===== src/rtl/gat_pkg.sv =====
// Shared types and constants for the GAT host/core bridge.
package gat_pkg;

  localparam int unsigned STATE_W = 3;

  typedef enum logic [STATE_W-1:0] {
    ST_IDLE    = 3'd0,
    ST_LOADING = 3'd1,
    ST_ARMED   = 3'd2,
    ST_RUN     = 3'd3,
    ST_DONE    = 3'd4
  } bridge_state_e;

  // Debug word field positions, counted down from the MSB.
  localparam int unsigned DBG_STATE_OFS = 0;
  localparam int unsigned DBG_LAYER_OFS = 3;
  localparam int unsigned DBG_ERR_OFS   = 4;
  localparam int unsigned DBG_RSVD_OFS  = 5;
  localparam int unsigned DBG_CNT_OFS   = 8;

endpackage


===== src/rtl/gat_bram_bridge_if.sv =====
// Host write channels, core write ports and feature readback path of the bridge.
interface gat_bram_bridge_if #(
  parameter int unsigned TOP_WIDTH   = 32,
  parameter int unsigned NUM_LOAD_CH = 3,
  parameter int unsigned CH_ADDR_W   = 18,
  parameter int unsigned CH_DATA_W   = 20,
  parameter int unsigned FEAT_ADDR_W = 16,
  parameter int unsigned FEAT_DATA_W = 32
);

  logic [NUM_LOAD_CH*TOP_WIDTH-1:0]     ld_din;
  logic [NUM_LOAD_CH-1:0]               ld_ena;
  logic [NUM_LOAD_CH-1:0]               ld_wea;
  logic [NUM_LOAD_CH*(CH_ADDR_W+2)-1:0] ld_addra;
  logic [NUM_LOAD_CH*CH_DATA_W-1:0]     core_din;
  logic [NUM_LOAD_CH-1:0]               core_wea;
  logic [NUM_LOAD_CH*CH_ADDR_W-1:0]     core_addra;
  logic                                 feat_rd;
  logic [FEAT_ADDR_W+1:0]               feat_addrb;
  logic [FEAT_DATA_W-1:0]               feat_dout;
  logic                                 feat_valid;
  logic [FEAT_ADDR_W-1:0]               core_feat_addrb;
  logic [FEAT_DATA_W-1:0]               core_feat_dout;

  modport slave (
    input  ld_din, ld_ena, ld_wea, ld_addra, feat_rd, feat_addrb, core_feat_dout,
    output core_din, core_wea, core_addra, feat_dout, feat_valid, core_feat_addrb
  );

  modport master (
    output ld_din, ld_ena, ld_wea, ld_addra, feat_rd, feat_addrb, core_feat_dout,
    input  core_din, core_wea, core_addra, feat_dout, feat_valid, core_feat_addrb
  );

endinterface


===== src/rtl/gat_bridge_wr_ch.sv =====
// One host write channel: byte->word address, data trim, gated write strobe.
module gat_bridge_wr_ch #(
  parameter int unsigned TOP_WIDTH = 32,
  parameter int unsigned CH_ADDR_W = 18,
  parameter int unsigned CH_DATA_W = 20
) (
  input  logic                 clk,
  input  logic                 rst,
  input  logic                 en_i,
  input  logic                 we_i,
  input  logic                 allowed_i,
  input  logic [TOP_WIDTH-1:0] din_i,
  input  logic [CH_ADDR_W+1:0] addr_i,
  output logic [CH_DATA_W-1:0] core_din_o,
  output logic                 core_wea_o,
  output logic [CH_ADDR_W-1:0] core_addra_o
);

  logic [CH_DATA_W-1:0] din_q;
  logic [CH_ADDR_W-1:0] addr_q;
  logic                 wea_q;

  logic unused_bits;
  assign unused_bits = ^{din_i[TOP_WIDTH-1:CH_DATA_W], addr_i[1:0]};

  always_ff @(posedge clk or posedge rst) begin
    if (rst) begin
      din_q  <= '0;
      addr_q <= '0;
      wea_q  <= 1'b0;
    end else begin
      din_q  <= din_i[CH_DATA_W-1:0];
      addr_q <= addr_i[CH_ADDR_W+1:2];
      wea_q  <= en_i & we_i & allowed_i;
    end
  end

  assign core_din_o   = din_q;
  assign core_addra_o = addr_q;
  assign core_wea_o   = wea_q;

endmodule


===== src/rtl/gat_bram_bridge.sv =====
// Host-to-core bridge and run sequencer for the GAT accelerator:
// load tracking, start/done sequencing, watchdog and gated feature readback.
module gat_bram_bridge
  import gat_pkg::*;
#(
  parameter int unsigned TOP_WIDTH   = 32,
  parameter int unsigned NUM_LOAD_CH = 3,
  parameter int unsigned CH_ADDR_W   = 18,
  parameter int unsigned CH_DATA_W   = 20,
  parameter int unsigned FEAT_ADDR_W = 16,
  parameter int unsigned FEAT_DATA_W = 32,
  parameter int unsigned RD_LATENCY  = 2,
  parameter int unsigned TIMEOUT_W   = 24
) (
  input  logic                   clk,
  input  logic                   rst,
  input  logic                   gat_layer,
  input  logic [NUM_LOAD_CH-1:0] load_done,
  output logic                   gat_ready,
  output logic                   gat_error,
  output logic [TOP_WIDTH-1:0]   gat_debug,
  output logic                   core_start,
  output logic                   core_layer,
  input  logic                   core_done,
  gat_bram_bridge_if.slave       bus
);

  localparam int unsigned CNT_W = TOP_WIDTH - 8;

  bridge_state_e        state_q;
  logic [TIMEOUT_W-1:0] wd_q, wd_d;
  logic [CNT_W-1:0]     cnt_q, cnt_d, nwr;
  logic [CNT_W:0]       cnt_sum;
  logic                 err_q, start_q, layer_q, ready_q;
  logic [NUM_LOAD_CH-1:0] wr_req;
  logic                 write_allowed, any_wr, accepted, timeout;

  logic [RD_LATENCY:0]    vld_q, gate_q;
  logic [FEAT_ADDR_W-1:0] raddr_q;
  logic [FEAT_DATA_W-1:0] fdout_q;
  logic                   fvalid_q;

  logic unused_addr_lsb;
  assign unused_addr_lsb = ^bus.feat_addrb[1:0];

  always_comb begin
    wr_req        = bus.ld_ena & bus.ld_wea;
    write_allowed = state_q inside {ST_IDLE, ST_LOADING, ST_DONE};
    any_wr        = |wr_req;
    accepted      = any_wr & write_allowed;
    nwr           = '0;
    if (write_allowed) begin
      for (int unsigned c = 0; c < NUM_LOAD_CH; c++) begin
        nwr = nwr + CNT_W'(wr_req[c]);
      end
    end
    cnt_sum = {1'b0, cnt_q} + {1'b0, nwr};
    cnt_d   = cnt_sum[CNT_W] ? '1 : cnt_sum[CNT_W-1:0];
    wd_d    = (wd_q == '1) ? wd_q : wd_q + TIMEOUT_W'(1);
    // Trips on the increment that would reach all-ones, so a silent core
    // spends exactly 2^TIMEOUT_W-1 cycles in RUN.
    timeout = (wd_d == '1);
  end

  always_ff @(posedge clk or posedge rst) begin
    if (rst) begin
      state_q <= ST_IDLE;
      wd_q    <= '0;
      cnt_q   <= '0;
      err_q   <= 1'b0;
      start_q <= 1'b0;
      layer_q <= 1'b0;
      ready_q <= 1'b0;
    end else begin
      start_q <= 1'b0;
      case (state_q)
        ST_IDLE: begin
          if (accepted || (|load_done)) begin
            state_q <= ST_LOADING;
            cnt_q   <= nwr;
          end
        end
        ST_LOADING: begin
          cnt_q <= cnt_d;
          if (&load_done) state_q <= ST_ARMED;
        end
        ST_ARMED: begin
          state_q <= ST_RUN;
          start_q <= 1'b1;
          layer_q <= gat_layer;
          err_q   <= any_wr;
          wd_q    <= '0;
        end
        ST_RUN: begin
          wd_q <= wd_d;
          if (any_wr || (!core_done && timeout)) err_q <= 1'b1;
          if (core_done || timeout) begin
            state_q <= ST_DONE;
            wd_q    <= '0;
            ready_q <= 1'b1;
          end
        end
        ST_DONE: begin
          cnt_q <= cnt_d;
          if (accepted) begin
            state_q <= ST_LOADING;
            ready_q <= 1'b0;
          end else if (load_done == '0) begin
            state_q <= ST_IDLE;
            ready_q <= 1'b0;
          end
        end
        default: begin
          state_q <= ST_IDLE;
          ready_q <= 1'b0;
        end
      endcase
    end
  end

  // Each read carries a tag recording whether it was issued in DONE;
  // untagged reads still complete but return zero data.
  always_ff @(posedge clk or posedge rst) begin
    if (rst) begin
      vld_q    <= '0;
      gate_q   <= '0;
      raddr_q  <= '0;
      fdout_q  <= '0;
      fvalid_q <= 1'b0;
    end else begin
      if (bus.feat_rd) raddr_q <= bus.feat_addrb[FEAT_ADDR_W+1:2];
      vld_q    <= {vld_q[RD_LATENCY-1:0], bus.feat_rd};
      gate_q   <= {gate_q[RD_LATENCY-1:0], state_q == ST_DONE};
      fvalid_q <= vld_q[RD_LATENCY];
      if (vld_q[RD_LATENCY]) fdout_q <= gate_q[RD_LATENCY] ? bus.core_feat_dout : '0;
    end
  end

  for (genvar c = 0; c < NUM_LOAD_CH; c++) begin : g_ch
    gat_bridge_wr_ch #(
      .TOP_WIDTH(TOP_WIDTH),
      .CH_ADDR_W(CH_ADDR_W),
      .CH_DATA_W(CH_DATA_W)
    ) u_wr_ch (
      .clk          (clk),
      .rst          (rst),
      .en_i         (bus.ld_ena[c]),
      .we_i         (bus.ld_wea[c]),
      .allowed_i    (write_allowed),
      .din_i        (bus.ld_din[c*TOP_WIDTH +: TOP_WIDTH]),
      .addr_i       (bus.ld_addra[c*(CH_ADDR_W+2) +: CH_ADDR_W+2]),
      .core_din_o   (bus.core_din[c*CH_DATA_W +: CH_DATA_W]),
      .core_wea_o   (bus.core_wea[c]),
      .core_addra_o (bus.core_addra[c*CH_ADDR_W +: CH_ADDR_W])
    );
  end

  always_comb begin
    gat_debug = '0;
    gat_debug[TOP_WIDTH-1-DBG_STATE_OFS -: STATE_W] = state_q;
    gat_debug[TOP_WIDTH-1-DBG_LAYER_OFS]            = layer_q;
    gat_debug[TOP_WIDTH-1-DBG_ERR_OFS]              = err_q;
    gat_debug[TOP_WIDTH-1-DBG_CNT_OFS -: CNT_W]     = cnt_q;
  end

  assign gat_ready           = ready_q;
  assign gat_error           = err_q;
  assign core_start          = start_q;
  assign core_layer          = layer_q;
  assign bus.core_feat_addrb = raddr_q;
  assign bus.feat_dout       = fdout_q;
  assign bus.feat_valid      = fvalid_q;

endmodule


===== src/flat_wrapper.sv =====
// flat-port wrapper written by rule: the top's interface ports become plain ports
module gat_bram_bridge_flat import gat_pkg::*;
#(
  parameter int unsigned TOP_WIDTH   = 32,
  parameter int unsigned NUM_LOAD_CH = 3,
  parameter int unsigned CH_ADDR_W   = 18,
  parameter int unsigned CH_DATA_W   = 20,
  parameter int unsigned FEAT_ADDR_W = 16,
  parameter int unsigned FEAT_DATA_W = 32,
  parameter int unsigned RD_LATENCY  = 2,
  parameter int unsigned TIMEOUT_W   = 24
)
  (clk, rst, gat_layer, load_done, gat_ready, gat_error, gat_debug, core_start, core_layer, core_done, bus_ld_din, bus_ld_ena, bus_ld_wea, bus_ld_addra, bus_feat_rd, bus_feat_addrb, bus_core_feat_dout, bus_core_din, bus_core_wea, bus_core_addra, bus_feat_dout, bus_feat_valid, bus_core_feat_addrb);
  gat_bram_bridge_if #(.TOP_WIDTH(TOP_WIDTH), .NUM_LOAD_CH(NUM_LOAD_CH), .CH_ADDR_W(CH_ADDR_W), .CH_DATA_W(CH_DATA_W), .FEAT_ADDR_W(FEAT_ADDR_W), .FEAT_DATA_W(FEAT_DATA_W)) bus_i ();
  input  logic clk;
  input  logic rst;
  input  logic gat_layer;
  input  logic [NUM_LOAD_CH-1:0] load_done;
  output logic gat_ready;
  output logic gat_error;
  output logic [TOP_WIDTH-1:0] gat_debug;
  output logic core_start;
  output logic core_layer;
  input  logic core_done;
  input wire logic [$bits(bus_i.ld_din)-1:0] bus_ld_din;
  input wire logic [$bits(bus_i.ld_ena)-1:0] bus_ld_ena;
  input wire logic [$bits(bus_i.ld_wea)-1:0] bus_ld_wea;
  input wire logic [$bits(bus_i.ld_addra)-1:0] bus_ld_addra;
  input wire logic [$bits(bus_i.feat_rd)-1:0] bus_feat_rd;
  input wire logic [$bits(bus_i.feat_addrb)-1:0] bus_feat_addrb;
  input wire logic [$bits(bus_i.core_feat_dout)-1:0] bus_core_feat_dout;
  output wire logic [$bits(bus_i.core_din)-1:0] bus_core_din;
  output wire logic [$bits(bus_i.core_wea)-1:0] bus_core_wea;
  output wire logic [$bits(bus_i.core_addra)-1:0] bus_core_addra;
  output wire logic [$bits(bus_i.feat_dout)-1:0] bus_feat_dout;
  output wire logic [$bits(bus_i.feat_valid)-1:0] bus_feat_valid;
  output wire logic [$bits(bus_i.core_feat_addrb)-1:0] bus_core_feat_addrb;
  assign bus_i.ld_din = bus_ld_din;
  assign bus_i.ld_ena = bus_ld_ena;
  assign bus_i.ld_wea = bus_ld_wea;
  assign bus_i.ld_addra = bus_ld_addra;
  assign bus_i.feat_rd = bus_feat_rd;
  assign bus_i.feat_addrb = bus_feat_addrb;
  assign bus_i.core_feat_dout = bus_core_feat_dout;
  assign bus_core_din = bus_i.core_din;
  assign bus_core_wea = bus_i.core_wea;
  assign bus_core_addra = bus_i.core_addra;
  assign bus_feat_dout = bus_i.feat_dout;
  assign bus_feat_valid = bus_i.feat_valid;
  assign bus_core_feat_addrb = bus_i.core_feat_addrb;
  gat_bram_bridge #(.TOP_WIDTH(TOP_WIDTH), .NUM_LOAD_CH(NUM_LOAD_CH), .CH_ADDR_W(CH_ADDR_W), .CH_DATA_W(CH_DATA_W), .FEAT_ADDR_W(FEAT_ADDR_W), .FEAT_DATA_W(FEAT_DATA_W), .RD_LATENCY(RD_LATENCY), .TIMEOUT_W(TIMEOUT_W)) u_core (.clk(clk), .rst(rst), .gat_layer(gat_layer), .load_done(load_done), .gat_ready(gat_ready), .gat_error(gat_error), .gat_debug(gat_debug), .core_start(core_start), .core_layer(core_layer), .core_done(core_done), .bus(bus_i));
endmodule

===== config.mk =====
export PLATFORM = sky130hd
export DESIGN_NAME = gat_bram_bridge_flat
export DESIGN_NICKNAME = d
export VERILOG_FILES = /design/src/rtl/gat_pkg.sv /design/src/rtl/gat_bram_bridge_if.sv /design/src/rtl/gat_bridge_wr_ch.sv /design/src/rtl/gat_bram_bridge.sv /design/src/flat_wrapper.sv
export SDC_FILE = /design/constraint.sdc
export NUM_CORES = 1
export LEC_CHECK = 0
export ABC_CLOCK_PERIOD_IN_PS = 9100
export BUFFER_PORTS_ARGS = -buffer_cell sky130_fd_sc_hd__buf_2
export CAP_MARGIN = 20
export CORE_AREA = 2 2 163 165
export DETAILED_ROUTE_END_ITERATION = 10
export DIE_AREA = 0 0 165 167
export GPL_TIMING_DRIVEN = 0
export PLACE_DENSITY_LB_ADDON = 0.1
export RECOVER_POWER = 50
export SLEW_MARGIN = 15
export SYNTH_ARGS = -nofsm -noshare
export SYNTH_HDL_FRONTEND = slang
export SYNTH_SLANG_ARGS = --single-unit

===== constraint.sdc =====
create_clock -name clk -period 9.1 [get_ports clk]
set_input_delay 0.91 -clock clk [delete_from_list [all_inputs] [get_ports clk]]
set_output_delay 0.91 -clock clk [all_outputs]
set_load 0.01 [all_outputs]

==> impl_metrics.ini, run 1 <==
[status]
status = finished with violations
violations = capacitance limit, slew limit

[cts]
h-tree-depth = 1
cts_buffers = 26
clk_path_buf_depth = 3
cts_root_buffer = clkbuf_16
cts_hold_buf = 0
path_clk_slew_ns = 0.06
cts_tree = done
cts_sinks = 227
postCtsSetupRepairBufs = 0
clock_latency_ns = 0.52
cts-resized-gates = 0

[critical_path]
slowest_delay_ns = 0.44
worstPathMaxFanout = 10
r2r-start = u_core.state_q[0]
crit_path_end_kind = flip-flop
rr_worst_depth = 14
start_kind = input port
crit_chain = buf_2 -> nand2_1 -> xor2_1 -> ha_1 -> ha_1 -> and2_1 -> fa_1 -> a21o_1 -> nor4b_1 -> and2_1 -> nand3_1 -> or2_2 -> clkbuf_1 -> clkbuf_1 -> o21ai_0 -> a22o_1
worst_ep_required_time_ns = 9.51
crit_path_top_delay_cell = fa_1
crit_type = input port to flip-flop
reg2reg_slack_ns = 5.21
arrival_ns = 4.35
rr_endpoint = u_core.cnt_q[4]

[synthesis]
avgSynthCellArea_um2 = 11.6
synth_common_cells = dfrtp_1 (227), o21ai_0 (67), nand3_1 (66), nand2_1 (54), inv_1 (42)
yosysTopAreaCell = dfrtp_1
synth-main-ff-cell = dfrtp_1
synthTopCellsByArea = dfrtp_1 (65%), o21ai_0 (3.8%), nand3_1 (3.8%)
synth_area_um2 = 8720
synthMostInstantiatedCell = dfrtp_1
synthArstFlopShare_pct = 100
synth_cells = 749
yosys.area.top_type_share_pct = 65.1
synth_seq_cells = 227
synth_cell_types = 60
synth-edff-count = 0
ys_warn_count = 0
ys_seq_area_share_pct = 65.1

[pwr]
ir_worst_vdd_mv = 0.149
p_per_area_nw_per_um2 = 247
leakage_nw = 5.90

[floorplan]
dieArea_um2 = 27600
dieWidth_um = 165
die_h_um = 167
core_area_um2 = 25800
pin_count = 422
initial_core_util_pct = 33.9
rows = 59

[sta]
fin_crit_ns = 3.94
skew_ns = 0.0134
layout_setup_ws_ns = 5.16
setup_violations = 0
maxSlewViolCount = 41
rsz0062_at_grt = false
fin_crit_sh_pct = 43.3
hold_viol_final = 0
slew_headroom_pct = -33.4
max_freq_mhz = 254
tightest_slew_ns = 1.99

[cells_and_area]
fin_nets = 1382
n_fill_cell = 2462
drive_gt1_share_pct = 39.7
final_util_pct = 46.7
area_growth_pct = 37.9

[route]
first_pass_iters = 5
drt_iter0_drc = 490
via_per_inst = 4.76
wl_per_cell_um = 18.0
ant_nets = 0
drc_errors = 0
drt-total-wl_mm = 27.2
vias = 7189

[min_path]
worstHoldPathCells = 0
worstHoldPathType = flip-flop to flip-flop
min_from = u_core.vld_q[0]
min_to = u_core.vld_q[1]

[global_routing]
grt_pass1_vias = 7026
antenna_found_initial = 1
grt_pass1_wl_mm = 41.2
overflow = 0
grt_max_degree = 106
track_usage_pct = 19.2

[run]
cap_violations = 1

[placed_design]
place_congestion = 0.841
post-place-ws_ns = 4.59
io_buffers = 374
hpwlAfterDp_mm = 20.5
==> through the flow <==
step / hold slack (ns) / setup TNS, ns / area [um^2] / total power [mW] / cells
after floorplan: 0.331 / 0 / 8730 / 1.58 / 751
after global placement: 0.334 / -201.89 / 11000 / 1.85 / 1460
after detailed placement: 0.335 / 0 / 11100 / 1.85 / 1462
after CTS: 0.346 / 0 / 12000 / 3.01 / 1509
after global routing: 0.368 / 0 / 12000 / 3.14 / 1510
final: 0.346 / 0 / 12000 / 2.97 / 1510
==> power by group <==
| group | internal, mW | switching [mW] |
|---|---|---|
| logic | 0.242 | 0.427 |
| clock network | 0.719 | 0.425 |
| registers | 1.10 | 0.0541 |
| total | 2.06 | 0.906 |
==> how the worst max path moves through the flow <==
stage	startpoint	endpoint	slack [ns]	cells after the start
2_1_floorplan	rst	u_core.bus.core_feat_addrb[0]	1.97	1
4_1_cts	bus_ld_ena[0]	u_core.cnt_q[4]	5.15	16
5_1_grt	bus_ld_ena[0]	u_core.cnt_q[3]	4.89	16
3_5_place_dp	bus_ld_ena[0]	u_core.cnt_q[4]	4.59	16
6_report	bus_ld_ena[0]	u_core.cnt_q[4]	5.16	16
3_3_place_gp	rst	u_core.g_ch[2].u_wr_ch.core_addra_o[10]	-0.92	2
==> worst max-delay path: cells and delay by family <==
| kind | cells | cell delay (ns) |
|---|---|---|
| and+or+nand+nor | 6 | 0.90 |
| AOI/OAI and AO/OA | 3 | 0.67 |
| buffers and inverters | 3 | 0.76 |
| adders and majority gates | 3 | 0.93 |
| xor gates and xnor gates | 1 | 0.19 |
==> cell usage in the layout (no fill, tap or decap), types with 9 or more instances in the layout <==
cell	instances
buf_4	10
nand4_1	19
a22o_1	19
inv_1	41
a21oi_1	27
clkbuf_16	27
o21ai_0	67
nor2_1	34
dfrtp_1	227
o31ai_1	12
and2_1	14
a31oi_1	10
nand3_1	66
mux2_2	17
and3_1	9
nand2_1	54
buf_2	381
clkbuf_1	32
==> metal layers <==
metal	up-vias	routed length, um	track usage, %
met4	0	469	4.80
met5	-	0	0
li1	3443	-	-
met2	238	13200	31.9
met3	35	2390	5.38
met1	3473	11100	24.6
==> logic make-up (layout without fill, tap and decap cells) <==
| group | count (synthesis) | in the layout | synth area share, % |
|---|---|---|---|
| other cells | 1 | 4 | 0.0430 |
| xor+xnor | 6 | 6 | 0.603 |
| buf+inv | 92 | 515 | 4.69 |
| simple gates | 227 | 227 | 13.4 |
| mux | 19 | 19 | 2.42 |
| compound gates | 170 | 170 | 12.7 |
| flops | 227 | 227 | 65.1 |
| fa+ha+maj | 7 | 7 | 1.09 |
==> layout make-up <==
type / count / area (um^2) / area share [%]
Antenna cell: 1 / 2.50 / 0.0208
Clock inverter: 12 / 208 / 1.73
Timing Repair Buffer: 376 / 1930 / 16.0
Clock buffer: 35 / 746 / 6.20
Inverter: 42 / 159 / 1.32
Buffer: 50 / 251 / 2.09
Sequential cell: 227 / 5680 / 47.2
Tap cell: 335 / 419 / 3.48
Multi-Input combinational cell: 432 / 2640 / 22.0
==> flip-flops by register name (all words and copies together), names as in the netlist, 16 cells and up <==
register / flops
u_core.g_ch.u_wr_ch.core_din_o: 60
u_core.bus.core_feat_addrb: 16
u_core.g_ch.u_wr_ch.core_addra_o: 54
u_core.cnt_q: 24
u_core.bus.feat_dout: 32
u_core.wd_q: 24
Power figures use the tool's default switching activity.
==> run 2, diff against run 1 <==
--- a/config.mk
+++ b/config.mk
@@ -5,7 +5,7 @@
 export SDC_FILE = /design/constraint.sdc
 export NUM_CORES = 1
 export LEC_CHECK = 0
-export ABC_CLOCK_PERIOD_IN_PS = 9100
+export ABC_CLOCK_PERIOD_IN_PS = 3670
 export BUFFER_PORTS_ARGS = -buffer_cell sky130_fd_sc_hd__buf_2
 export CAP_MARGIN = 20
 export CORE_AREA = 2 2 163 165
==> constraint.sdc (replaced) <==
create_clock -name clk -period 3.67 [get_ports clk]
set_input_delay 0.367 -clock clk [delete_from_list [all_inputs] [get_ports clk]]
set_output_delay 0.367 -clock clk [all_outputs]
set_load 0.01 [all_outputs]
==> impl_metrics.ini, run 2 (synthesis gave the netlist of run 1 again) <==
[cells_and_area]
drive_gt1_share_pct = 33.6
area_growth_pct = 49.7
final_cells = 1627
final_util_pct = 50.7
final_common_cell = buf_2
largest_reg_flops = 60
n_fill_cell = 2405
final_cell_mix = buf_2 (341), dfrtp_1 (226), dlygate4sd3_1 (116), clkbuf_1 (68), o21ai_0 (67)
fin_nets = 1499

[global_routing]
grt_max_degree = 36
track_usage_pct = 20.3
grt_pass1_vias = 7711
antenna_found_initial = 2
overflow = 0
grt_pass1_wl_mm = 44.1

[sta]
setup_violations = 0
slew_headroom_pct = 20.4
fin_crit_sh_pct = 92.6
maxSlewViolCount = 0
rsz0062_at_grt = false
max_freq_mhz = 294
layout_setup_ws_ns = 0.271
tightest_slew_ns = 1.19
hold_viol_final = 0
whs_ns = 0.0796
fin_crit_ns = 3.40
skew_ns = 0.0159

[placed_design]
io_buffers = 374
post-place-ws_ns = -0.279
hpwlAfterDp_mm = 21.3
place_congestion = 0.807
placed_cells = 1467

[floorplan]
dieArea_um2 = 27600
dieWidth_um = 165
initial_core_util_pct = 33.9
core_area_um2 = 25800
die_h_um = 167
rows = 59
pin_count = 422

[route]
vias = 7696
drt-total-wl_mm = 28.6
drc_errors = 0
wl_per_cell_um = 17.6
via_per_inst = 4.73
ant_nets = 0
drt_iter0_drc = 408
first_pass_iters = 4

[critical_path]
worstPathMaxFanout = 12
crit_end = u_core.cnt_q[4]
crit_type = flip-flop to flip-flop
worst_ep_required_time_ns = 4.07
crit_path_top_delay_cell = dfrtp_1
crit_path_end_kind = flip-flop
start_kind = flip-flop
r2r-start = u_core.state_q[1]
crit_path_frequent_cell = and2_1
arrival_ns = 3.80
reg2reg_slack_ns = 0.27
rr_endpoint = u_core.cnt_q[4]
crit_chain = a21oi_1 -> and2_1 -> ha_1 -> fa_1 -> a21o_1 -> nor4b_2 -> and2_1 -> nand3_1 -> or2_2 -> clkbuf_1 -> clkbuf_2 -> o21ai_0 -> a22o_1
critPathLaunch = u_core.state_q[1]
rr_worst_depth = 13
slowest_delay_ns = 0.55

[cts]
clock_latency_ns = 0.52
cts_buffers = 25
clk_path_buf_depth = 3
cts_sinks = 227
cts_root_buffer = clkbuf_16
path_clk_slew_ns = 0.06
h-tree-depth = 1
cts_tree = done

[run]
cap_violations = 0

[pwr]
p_per_area_nw_per_um2 = 550
leakage_nw = 6.25
ir_worst_vdd_mv = 0.298
fin_total_pwr_mw = 7.18

[status]
status = finished, final reports clean

[min_path]
worstHoldPathType = input port to flip-flop
[run 2: changes by cell type in the layout (fill, tap and decap cells not counted), sizes merged]
cell | before | now
bufinv | 5 | 1
dlygate4sd3 | 0 | 116
clkinv | 4 | 2
buf | 397 | 357
clkinvlp | 3 | 1
clkbuf | 64 | 112
inv | 42 | 43
[run 2: through the flow]
stage	setup TNS, ns	instance area (um^2)
floorplan	0	8730
global placement	-268.60	11000
detailed placement	-2.58	11200
CTS	0	13200
global route	0	13100
finish	0	13100
[run 2: what timing repair did]
action / 4_1_cts / 5_1_grt
hold buffers: 116 / 0
gates cloned: 0 / 0
endpoints found under the hold margin: 130 / 0
gates resized for setup: 1 / 3
setup buffers: 0 / 0
endpoints found under the setup margin: 10 / 11
[run 2: final cells by class]
cell class                 instances  area (um^2)  area share (%)
buffer                            47          241            1.85
tap                              335          419            3.21
clock inverter                     5         61.3           0.469
inverter                          42          159            1.22
multi-input combinational        432         2650            20.3
timing repair buffer             497         3050            23.3
clock buffer                      41          796            6.09
sequential                       227         5680            43.5
antenna                            1         2.50          0.0192
[run 2: critical path, delay by kind of cell, from the launching register on]
| family | cells | cell delay [ns] |
|---|---|---|
| simple gates | 5 | 0.85 |
| compound gates | 4 | 0.72 |
| fa+ha+maj | 2 | 0.61 |
| buf+inv | 2 | 0.57 |
| flops | 1 | 0.55 |
[run 2: metal layers]
layer,vias up,track usage (%),routed length [um]
met2,259,33.7,14000
met4,2,5.26,575
li1,3673,-,-
met5,-,0,13
met3,41,5.08,2210
met1,3721,26.5,11900
[run 2: power breakdown]
group / switching [mW] / internal [mW]
clock network: 1.00 / 1.55
registers: 0.180 / 2.73
logic: 1.05 / 0.666
[run 2: how the worst min path moves through the flow]
stage	cells after the start	to	start	slack (ns)
global placement	0	u_core.gate_q[2]	u_core.gate_q[1]	0.34
global route	2	u_core.bus.core_feat_addrb[0]	bus_feat_addrb[2]	0.06
detailed placement	0	u_core.gate_q[2]	u_core.gate_q[1]	0.33
finish	2	u_core.bus.core_feat_addrb[15]	bus_feat_addrb[17]	0.08
floorplan	0	u_core.gate_q[1]	u_core.gate_q[0]	0.33
CTS	2	u_core.bus.core_feat_addrb[1]	bus_feat_addrb[3]	0.05
==> run 3, diff against run 2 <==
--- a/config.mk
+++ b/config.mk
@@ -14,6 +14,7 @@
 export GPL_TIMING_DRIVEN = 0
 export PLACE_DENSITY_LB_ADDON = 0.1
 export RECOVER_POWER = 50
+export SETUP_SLACK_MARGIN = 0.5
 export SLEW_MARGIN = 15
 export SYNTH_ARGS = -nofsm -noshare
 export SYNTH_HDL_FRONTEND = slang
==> impl_metrics.ini, run 3 (synthesis gave the netlist of run 1 again) <==
[status]
status = finished with violations
violations = capacitance limit, slew limit

[min_path]
min_to = u_core.bus.core_feat_addrb[2]
min_from = bus_feat_addrb[4]
worstHoldPathType = input port to flip-flop
worstHoldPathCells = 2

[cts]
cts_tree = done
h-tree-depth = 1
cts_root_buffer = clkbuf_16
cts_sinks = 227
clock_latency_ns = 0.52
cts_buffers = 26
path_clk_slew_ns = 0.07
clk_path_buf_depth = 3

[critical_path]
crit_path_top_delay_cell = dfrtp_1
arrival_ns = 3.53
worstPathMaxFanout = 10
crit_chain = clkbuf_1 -> a21oi_2 -> and2_1 -> ha_2 -> fa_2 -> a21o_1 -> nor4b_4 -> and2_4 -> nand3_2 -> or2_2 -> buf_2 -> buf_4 -> o31ai_1 -> a22o_1
reg2reg_slack_ns = 0.60
start_kind = flip-flop
rr_endpoint = u_core.cnt_q[11]
worst_ep_required_time_ns = 4.12
crit_path_end_kind = flip-flop
rr_worst_depth = 14
slowest_delay_ns = 0.41
r2r-start = u_core.state_q[2]
crit_type = flip-flop to flip-flop

[floorplan]
die_h_um = 167
dieArea_um2 = 27600
initial_core_util_pct = 33.9
dieWidth_um = 165
pin_count = 422
rows = 59
core_area_um2 = 25800

[sta]
fin_crit_sh_pct = 83.7
setup_violations = 0
setup_tns_ns = 0
tightest_slew_ns = 1.63
skew_ns = 0.00638
slew_headroom_pct = -8.53
rsz0062_at_grt = false
fin_crit_ns = 3.07
maxSlewViolCount = 30
max_freq_mhz = 325
hold_viol_final = 0
whs_ns = 0.0757

[placed_design]
io_buffers = 374
hpwlAfterDp_mm = 21.2
placed_cell_area_um2 = 11200
place_congestion = 0.903

[cells_and_area]
drive_gt1_share_pct = 28.3
final_cell_mix = buf_2 (260), dfrtp_1 (226), clkbuf_1 (152), dlygate4sd3_1 (116), o21ai_0 (67)
area_growth_pct = 51.7
final_common_cell = buf_2
multi_input_area_um2 = 2700
largest_reg_flops = 60
fin_area_um2 = 13200
fin_nets = 1507
ff_latch_area_um2 = 5680
n_fill_cell = 2364

[global_routing]
grt_max_degree = 36
overflow = 0
track_usage_pct = 20.9
antenna_found_initial = 4
grt_pass1_wl_mm = 45.2
grt_pass1_vias = 7924

[run]
cap_violations = 1

[route]
wl_per_cell_um = 17.9
drc_errors = 0
first_pass_iters = 5
drt-total-wl_mm = 29.3
via_per_inst = 4.71
ant_nets = 0
drt_iter0_drc = 514
vias = 7723

[pwr]
p_per_area_nw_per_um2 = 571
ir_worst_vdd_mv = 0.317
fin_total_pwr_mw = 7.56
leakage_nw = 6.13
==> run 3: cell count changes in the layout (fill, tap and decap cells not counted), moves of 3 or more <==
cell and change:
buf_12 +3, diode_2 +3, clkbuf_1 +84, buf_4 +5
bufinv_16 +4, buf_2 -81, clkbuf_2 -7
==> run 3: critical path, delay by kind of cell (launching register included) <==
kind                     cells  cell delay, ns
buffers and inverters        3            0.55
flip-flops                   1            0.41
AO/OA/AOI/OAI                4            0.60
AND/OR/NAND/NOR              5            1.03
adder cells (fa/ha/maj)      2            0.41
==> run 3: final cells by class <==
type / instances / share of cell area (%)
repair buffers: 501 / 22.8
clock inverters: 9 / 1.38
diodes: 4 / 0.0756
well taps: 335 / 3.17
multi-input cells: 432 / 20.4
plain buffers: 50 / 2.02
flip-flops and latches: 227 / 42.9
inverters: 42 / 1.20
clock buffers: 38 / 6.02
==> run 3: power breakdown <==
part	leakage, nW	internal, mW	switching, mW
clock	0.473	1.85	1.03
sequential	2.84	2.74	0.150
combinational	2.82	0.688	1.10
==> run 3: through the flow <==
step	cells	util, %	setup WS (ns)
finish	1638	51.4	0.597
floorplan	751	-	0.337
global placement	1460	42.8	-1.19
global route	1638	51.4	0.393
detailed placement	1467	43.4	-0.180
CTS	1630	51.8	0.504
==> run 3: worst max path at each step <==
stage / from / endpoint / slack [ns] / cells past startpoint
finish: u_core.state_q[2] / u_core.cnt_q[11] / 0.60 / 14
global route: rst / u_core.g_ch[1].u_wr_ch.core_din_o[14] / 0.39 / 4
detailed placement: bus_ld_ena[0] / u_core.cnt_q[1] / -0.18 / 15
global placement: rst / u_core.g_ch[0].u_wr_ch.core_addra_o[1] / -1.19 / 2
CTS: u_core.state_q[2] / u_core.cnt_q[11] / 0.50 / 14
floorplan: rst / u_core.bus.core_feat_addrb[0] / 0.34 / 1
==> run 3: metal layers <==
metal / part of all wire, % / global-route usage (%)
met1: 42 / 27.3
met2: 49 / 34.8
met3: 6.9 / 4.31
met4: 2.5 / 6.47
met5: 0 / 0
==> run 3: timing repair <==
item                                   in CTS  in global routing
hold buffers                              116                  0
setup endpoints to repair                  24                 40
endpoints found under the hold margin     142                  0
buffers inserted                            0                  4
resized for setup                          12                 14
pin swaps                                   0                  2
